$ cat src/rtl/alu_control_multicycle_if.sv
// Decode-stage to ALU-control bundle: op class/funct in, ALU code and
// mult/div sequencing controls out.
interface alu_control_multicycle_if #(
    parameter int CTRL_WIDTH = 4,
    parameter int MD_CYCLES  = 32
);
    localparam int CNT_W = ($clog2(MD_CYCLES) < 1) ? 1 : $clog2(MD_CYCLES);

    logic [2:0]            alu_op_i;
    logic [5:0]            alu_function_i;
    logic                  valid_i;
    logic [CTRL_WIDTH-1:0] alu_operation_o;
    logic                  stall_o;
    logic                  md_start_o;
    logic [1:0]            md_op_o;
    logic                  md_step_o;
    logic [CNT_W-1:0]      md_count_o;
    logic                  hilo_we_o;
    logic                  md_done_o;

    modport master (
        output alu_op_i, alu_function_i, valid_i,
        input  alu_operation_o, stall_o, md_start_o, md_op_o,
        input  md_step_o, md_count_o, hilo_we_o, md_done_o
    );

    modport slave (
        input  alu_op_i, alu_function_i, valid_i,
        output alu_operation_o, stall_o, md_start_o, md_op_o,
        output md_step_o, md_count_o, hilo_we_o, md_done_o
    );
endinterface

$ cat src/rtl/alu_control_multicycle.sv
// ALU control unit: combinational op decode plus an IDLE/RUN/DONE sequencer
// that stalls the pipeline while the iterative mult/div datapath runs.
module alu_control_multicycle #(
    parameter int CTRL_WIDTH = 4,
    parameter int MD_CYCLES  = 32,
    parameter int MD_ENABLE  = 1
) (
    input logic                      clk,
    input logic                      reset,
    alu_control_multicycle_if.slave  bus
);
    localparam int CNT_W = ($clog2(MD_CYCLES) < 1) ? 1 : $clog2(MD_CYCLES);
    localparam logic [CNT_W-1:0] LAST_COUNT = CNT_W'(MD_CYCLES - 1);

    typedef enum logic [1:0] {
        ST_IDLE = 2'd0,
        ST_RUN  = 2'd1,
        ST_DONE = 2'd2
    } state_t;

    state_t           state_r;
    logic [CNT_W-1:0] count_r;
    logic [1:0]       md_op_r;
    logic             md_req_s;
    logic [3:0]       op_code_s;

    // With mult/div disabled the MULT/DIV funct codes fall through to the default code.
    function automatic logic [3:0] decode_op(input logic [2:0] op, input logic [5:0] fn);
        logic [3:0] code;
        case (op)
            3'b111: begin
                case (fn)
                    6'b100000, 6'b100001: code = 4'b0011;
                    6'b100010:            code = 4'b0100;
                    6'b100100:            code = 4'b0000;
                    6'b100101:            code = 4'b0001;
                    6'b100111:            code = 4'b0101;
                    6'b101010:            code = 4'b0110;
                    6'b000000:            code = 4'b0010;
                    6'b000010:            code = 4'b0111;
                    6'b010000:            code = 4'b1010;
                    6'b010010:            code = 4'b1011;
                    6'b011000, 6'b011001, 6'b011010, 6'b011011:
                        code = (MD_ENABLE != 0) ? 4'b1100 : 4'b1001;
                    default:              code = 4'b1001;
                endcase
            end
            3'b000, 3'b100: code = 4'b0011;
            3'b001:         code = 4'b0001;
            3'b010:         code = 4'b0000;
            3'b011:         code = 4'b1000;
            3'b101:         code = 4'b0110;
            3'b110:         code = 4'b0100;
            default:        code = 4'b1001;
        endcase
        return code;
    endfunction

    // Operation decode and mult/div request detection.
    always_comb begin
        op_code_s = decode_op(bus.alu_op_i, bus.alu_function_i);
        md_req_s  = bus.valid_i && (MD_ENABLE != 0) && (bus.alu_op_i == 3'b111)
                    && (bus.alu_function_i[5:2] == 4'b0110);
    end

    assign bus.alu_operation_o = CTRL_WIDTH'(op_code_s);
    assign bus.md_count_o      = count_r;

    // Sequencer state, iteration counter and captured mult/div opcode.
    always_ff @(posedge clk) begin
        if (reset) begin
            state_r <= ST_IDLE;
            count_r <= '0;
            md_op_r <= 2'b00;
        end else begin
            case (state_r)
                ST_IDLE: begin
                    if (md_req_s) begin
                        state_r <= ST_RUN;
                        count_r <= '0;
                        md_op_r <= bus.alu_function_i[1:0];
                    end else begin
                        state_r <= ST_IDLE;
                    end
                end
                ST_RUN: begin
                    if (count_r == LAST_COUNT) begin
                        state_r <= ST_DONE;
                        count_r <= '0;
                    end else begin
                        count_r <= count_r + CNT_W'(1);
                    end
                end
                ST_DONE: begin
                    state_r <= ST_IDLE;
                    count_r <= '0;
                end
                default: begin
                    state_r <= ST_IDLE;
                    count_r <= '0;
                end
            endcase
        end
    end

    // Sequencing outputs; start and stall must rise in the detection cycle itself.
    always_comb begin
        bus.stall_o    = 1'b0;
        bus.md_start_o = 1'b0;
        bus.md_step_o  = 1'b0;
        bus.hilo_we_o  = 1'b0;
        bus.md_done_o  = 1'b0;
        bus.md_op_o    = md_op_r;
        case (state_r)
            ST_IDLE: begin
                if (md_req_s) begin
                    bus.stall_o    = 1'b1;
                    bus.md_start_o = 1'b1;
                    bus.md_op_o    = bus.alu_function_i[1:0];
                end else begin
                    bus.stall_o    = 1'b0;
                end
            end
            ST_RUN: begin
                bus.stall_o   = 1'b1;
                bus.md_step_o = 1'b1;
            end
            ST_DONE: begin
                bus.hilo_we_o = 1'b1;
                bus.md_done_o = 1'b1;
            end
            default: begin
                bus.stall_o = 1'b0;
            end
        endcase
    end
endmodule

$ cat src/flat_wrapper.sv
// flat-port wrapper written by rule: the top's interface ports become plain ports
module alu_control_multicycle_flat 
#(
    parameter int CTRL_WIDTH = 4,
    parameter int MD_CYCLES  = 32,
    parameter int MD_ENABLE  = 1
)
  (clk, reset, bus_alu_op_i, bus_alu_function_i, bus_valid_i, bus_alu_operation_o, bus_stall_o, bus_md_start_o, bus_md_op_o, bus_md_step_o, bus_md_count_o, bus_hilo_we_o, bus_md_done_o);
  alu_control_multicycle_if #(.CTRL_WIDTH(CTRL_WIDTH), .MD_CYCLES(MD_CYCLES)) bus_i ();
  input logic clk;
  input logic reset;
  input wire logic [$bits(bus_i.alu_op_i)-1:0] bus_alu_op_i;
  input wire logic [$bits(bus_i.alu_function_i)-1:0] bus_alu_function_i;
  input wire logic [$bits(bus_i.valid_i)-1:0] bus_valid_i;
  output wire logic [$bits(bus_i.alu_operation_o)-1:0] bus_alu_operation_o;
  output wire logic [$bits(bus_i.stall_o)-1:0] bus_stall_o;
  output wire logic [$bits(bus_i.md_start_o)-1:0] bus_md_start_o;
  output wire logic [$bits(bus_i.md_op_o)-1:0] bus_md_op_o;
  output wire logic [$bits(bus_i.md_step_o)-1:0] bus_md_step_o;
  output wire logic [$bits(bus_i.md_count_o)-1:0] bus_md_count_o;
  output wire logic [$bits(bus_i.hilo_we_o)-1:0] bus_hilo_we_o;
  output wire logic [$bits(bus_i.md_done_o)-1:0] bus_md_done_o;
  assign bus_i.alu_op_i = bus_alu_op_i;
  assign bus_i.alu_function_i = bus_alu_function_i;
  assign bus_i.valid_i = bus_valid_i;
  assign bus_alu_operation_o = bus_i.alu_operation_o;
  assign bus_stall_o = bus_i.stall_o;
  assign bus_md_start_o = bus_i.md_start_o;
  assign bus_md_op_o = bus_i.md_op_o;
  assign bus_md_step_o = bus_i.md_step_o;
  assign bus_md_count_o = bus_i.md_count_o;
  assign bus_hilo_we_o = bus_i.hilo_we_o;
  assign bus_md_done_o = bus_i.md_done_o;
  alu_control_multicycle #(.CTRL_WIDTH(CTRL_WIDTH), .MD_CYCLES(MD_CYCLES), .MD_ENABLE(MD_ENABLE)) u_core (.clk(clk), .reset(reset), .bus(bus_i));
endmodule
$ cat config.mk
export PLATFORM = sky130hd
export DESIGN_NAME = alu_control_multicycle_flat
export DESIGN_NICKNAME = d
export VERILOG_FILES = /design/src/rtl/alu_control_multicycle_if.sv /design/src/rtl/alu_control_multicycle.sv /design/src/flat_wrapper.sv
export SDC_FILE = /design/constraint.sdc
export NUM_CORES = 1
export LEC_CHECK = 0
export ABC_AREA = 1
export CAP_MARGIN = 20
export CORE_MARGIN = 2
export CORE_UTILIZATION = 42
export DETAILED_ROUTE_END_ITERATION = 10
export GPL_TIMING_DRIVEN = 0
export PLACE_DENSITY_LB_ADDON = 0.15
export SYNTH_ARGS = -nofsm -noshare
export SYNTH_HDL_FRONTEND = slang
export SYNTH_SLANG_ARGS = --single-unit
export TNS_END_PERCENT = 100
$ cat constraint.sdc
create_clock -name clk -period 1.5 [get_ports clk]
set_input_delay 0.3 -clock clk [delete_from_list [all_inputs] [get_ports clk]]
set_output_delay 0.3 -clock clk [all_outputs]
set_load 0.03 [all_outputs]
* Word-level counts from Yosys, hierarchy flattened
Memory sizes are Yosys's and may differ from the RTL's.
Index checks and enable logic that the tools add are counted.
** Cells by class
- $add $sub $neg :: 1
- Equal/unequal tests :: 13
- Multiplexer cells :: 14
- Reduce and logical (&&, ||, !) cells :: 5
** Operators by type and width (count)
- $pmux 4 s7 :: 1
- $eq 3x3->1 const B :: 4
- $mux 5 :: 2
- $pmux 5 s2 :: 1
- $eq 3x2->1 const B :: 2
- $mux 2 :: 3
- $add 5x1->5 const B :: 1
- $eq 5x5->1 const B :: 1
- $mux 1 :: 5
- $eq 4x3->1 const B :: 1
- $ne 2x1->1 const B :: 2
- $pmux 2 s2 :: 1
- $eq 3x1->1 const B :: 1
- $logic_not 3->1 :: 1
- $eq 2x1->1 const B :: 1
- $eq 2x2->1 const B :: 1
- $logic_and 1x1->1 :: 2
- $logic_not 2->1 :: 1
- $pmux 1 s2 :: 1
- $reduce_or 2->1 :: 1
** Storage, ports and cells
- Register bits after elaboration :: 9
- Bits in read-only memories :: 256
- Input port bits :: 12
- Logic and storage cells :: 37
- Memories :: 1
** Memory list
- (no name shown) :: words 64, bits a word 4, rd ports 1, clocked after memory_dff 0, wr ports 0, line alu_control_multicycle.sv:32 : case (fn)

* Longest topological paths before layout
- Word-level depth :: 5
- Gate-level depth with buffers :: 7

* Worst setup path after synthesis
Ideal clock, no wire load.
- Path kind :: input -> output
- Start point :: in bus_alu_function_i[2]
- End point :: out bus_alu_operation_o[2]
- Arrival :: 1.191 ns
- Data required time :: 1.200 ns
- Slack :: 0.009 ns
- Stages :: 5
- Path buffers :: 0
- Cells stage by stage :: nor2_1 nand2_1 nand2_1 nand3_1 a21oi_1
** Between the ends
- Cells in the longest elaborated chain, start to end :: 2
** Ends and longest elaborated chain
- start, declared :: line flat_wrapper.sv:13 : input wire logic [$bits(bus_i.alu_function_i)-1:0] bus_alu_function_i;
- $mem_v2 64x4
- $pmux 4 s7 :: line alu_control_multicycle.sv:30 : case (op)
- end, declared :: line flat_wrapper.sv:15 : output wire logic [$bits(bus_i.alu_operation_o)-1:0] bus_alu_operation_o;
No other way between the ends.

* Worst setup path after layout
- Start point :: reg u_core.state_r[0]
- End point :: out bus_md_op_o[0]
** Between the ends
- Cells in the longest elaborated chain, start to end :: 2
** Ends and longest elaborated chain
- start, declared :: line alu_control_multicycle.sv:21 : state_t state_r;
- start signal, assigned :: line alu_control_multicycle.sv:72 : state_r <= ST_IDLE;
- start signal, assigned :: line alu_control_multicycle.sv:79 : state_r <= ST_RUN;
- start signal, assigned :: line alu_control_multicycle.sv:83 : state_r <= ST_IDLE;
- $logic_not 2->1 :: line alu_control_multicycle.sv:114 : case (state_r)
- $mux 2 :: line alu_control_multicycle.sv:114
- end, declared :: line flat_wrapper.sv:18 : output wire logic [$bits(bus_i.md_op_o)-1:0] bus_md_op_o;
No other way between the ends.

==> summary.txt <==
Pwr
  – Pwr dens: 509.1 nW/µm²
  – LEAKAGE: 0.5545 nW
  – Peak supply drop: 0.0004289 V

Worst setup path
  – Critical Path Max Stage Delay: 0.36 ns
  – RR Startpoint: u_core.state_r[0]
  – CP Launch Type: flop
  – R2R setup slack: -0.02 ns
  – Crit-path slowest cell: dfxtp_4
  – Buffers & Inverters on Critical Path: 2
  – WP data arrival: 1.24 ns
  – CP Depth: 6
  – Delay-heaviest family, CP: simple AND/OR/NAND/NOR gates
  – Top cell by count, worst path: nand2_2
  – Reg2reg end: u_core.md_op_r[1]
  – Critical Path, Cell by Cell: nor2_4 > nand3_4 > nand2_2 > nand2_2 > inv_2 > buf_6
  – Worst R2R Path Depth: 10
  – Setup CP Type: reg2out
  – Worst EP required: 1.20 ns
  – Critical Path End Type: output pin
  – Worst Path Max Fanout: 5
  – Crit. Startpoint: u_core.state_r[0]

Flow run
  – Max-cap violations: 0

Timing
  – Relative slew margins: 77.62%
  – Max Freq: 0.6504 GHz
  – Min Tclk post-route: 1.538 ns
  – Final Hold Vio Count: 0
  – Clk_skew: 0.005148 ns
  – Final WS setup: -0.03756 ns
  – Final setup viols: 3
  – Slew Limit Fails: 0
  – Final period utilization: 102.5%
  – Worst Tran Pin Value: 0.3358 ns
  – RSZ-0062 raised after global routing: yes

Clocking
  – CTS Root Cell: clkbuf_4
  – CTS clock-pin slew for the worst setup and hold paths: 0.06 ns
  – Worst-Skew Late Latency: 0.26 ns
  – Worst-case clock buffer depth: 2
  – Hold_buf cts: 0
  – CTS Buf Count: 3
  – Max H-tree Level: 1
  – CTS tree: done
  – Num Clock Sinks: 9

Worst hold path
  – Worst hold path stage count: 2
  – Hold path startpoint: reset
  – Worst min path class: in2reg
  – Worst Hold End: u_core.md_op_r[1]

Place
  – Placed cells: 160
  – GPL Wtd Cong: 0.7372
  – HPWL Detailed: 1248 µm
  – PortBufs: 26
  – Minimum setup slack after placement: -0.9239 ns

Layout
  – Final cell count without fillers: 173
  – # fillers: 135
  – N_diodes: 0
  – Synth-to-Final Area Change: 57.47%
  – Share of post-route cells with drive strength above 1: 39.49%
  – Most frequent cells in the layout: 21 x nand2_1, 17 x inv_1, 15 x nand3_1
  – Final #Nets: 172
  – Commonest non-fill, non-tap cell in the layout: nand2_1

Floorplan
  – Die height: 44.92 µm
  – Die width: 44.92 µm
  – IO Pins: 28
  – Initial core utilization: 45.62%
  – Core footprint: 1541 µm²
  – Site Rows: 14
  – Die Area: 2017 µm²

Drt
  – DRC: 0
  – Total Wirelength: 1791 µm
  – WL/cell: 10.35 µm
  – Via count: 867
  – Pre-Repair DR Iteration Count: 4
  – Mean number of vias per cell: 5.012
  – Routed Antenna Nets: 0
  – Initial drt markers: 15

Global routing
  – Total Routing Usage GR: 20.38%
  – Vias in the first global route: 765
  – Largest net degree at the start of global routing: 9
  – Grt total ovfl: 0
  – First-pass GRT wire length: 3015 µm
  – Initial antenna violation count: 0

Synthesis
  – Register bit total from synthesis: 9
  – Syn. warnings: 0
  – Seq/Total Area, Yosys: 25.62%
  – Synth Instances: 118
  – Post-synthesis cell type count: 17
  – Syn Area/Cell: 5.959 µm²
  – Syn nets: 132
  – Synth Cell Area: 703.2 µm²

Status
  – Outcome: complete, but fails checks
  – Failing checks: negative setup slack
-- synth_stat cells (all sizes together) --
library cell	n	area [µm²]
nand2	29	111.4
inv	23	86.34
nand3	19	107.6
nor2	16	85.08
dfxtp	9	180.2
o21ai	6	30.03
a21oi	5	25.02
nand4	5	31.28
ha	2	25.02
nor3	2	10.01
buf	1	7.510
clkbuf	1	3.750
-- power breakdown --
part | internal (W) | total, W | leakage [nW] | switching, W
combinational | 0.0000556 | 0.000140 | 0.465 | 0.0000843
sequential | 0.000236 | 0.000236 | 0.0746 | 0.000000381
clock | 0.000103 | 0.000188 | 0.0150 | 0.0000850
total | 0.000394 | 0.000564 | 0.554 | 0.000170
-- area by class of cell --
class / count / area, µm² / share of cell area [%]
multi-input combinational: 84 / 480.5 / 43.39
timing repair buffer: 35 / 294.0 / 26.55
sequential: 9 / 188.9 / 17.06
inverter: 23 / 86.33 / 7.797
clock buffer: 4 / 26.28 / 2.373
tap: 16 / 20.02 / 1.808
buffer: 2 / 11.26 / 1.017
-- worst max-delay path by stage --
stage | to | slack, ns
6_report | bus_md_op_o[0] | -0.04
3_5_place_dp | bus_alu_operation_o[2] | -0.92
3_3_place_gp | bus_alu_operation_o[2] | -0.93
4_1_cts | bus_md_op_o[1] | -0.04
5_1_grt | bus_md_op_o[1] | -0.1
2_1_floorplan | bus_alu_operation_o[2] | 0.009
-- timing repair --
action	in CTS	in global routing
endpoints found under the setup margin	16	13
pin swaps	10	11
resized for setup	101	35
buffers inserted	9	0
-- through the flow --
step	total power [W]	hold WS [ns]	utilization (%)	cell area, µm²	setup TNS [ns]
floorplan	0.0003115	0.4970	-	703.2	0
global placement	0.0003707	0.5030	63.80	983.4	-7.631
detailed placement	0.0003716	0.5104	63.80	983.4	-7.811
CTS	0.0005568	0.3692	69.72	1075	-0.1078
global route	0.0005945	0.3874	71.83	1107	-0.3294
finish	0.0005637	0.3732	71.83	1107	-0.08242
-- worst register-to-register path, stage by stage (launching register included) --
cell and delay (ns):
dfxtp_4 0.36, nor2_4 0.17, nand3_4 0.13, nand2_2 0.08
nand2_2 0.05, buf_4 0.13, buf_4 0.12, buf_4 0.12
buf_4 0.12, buf_4 0.12, nor2_1 0.07
-- per-layer routing --
layer	track usage, %	part of all wire (%)	up-vias
met5	0	0	-
met1	23.83	46	382
met2	35.07	46	27
met4	4.118	0	0
met3	8.400	7.9	0
li1	-	-	458
-- cells by family (layout without fill, tap and decap cells) --
logic type	after synthesis	in the layout	synth area share, %
simple gates	71	71	49.11
buf+inv	25	64	13.88
compound gates	11	11	7.829
fa+ha+maj	2	2	3.558
flops	9	9	25.62
-- flip-flops by register name, summed over array words and instances (netlist names) --
register / cells
u_core.bus.md_count_o: 5
u_core.md_op_r: 2
u_core.state_r: 2
(Power assumes the default switching activity.)
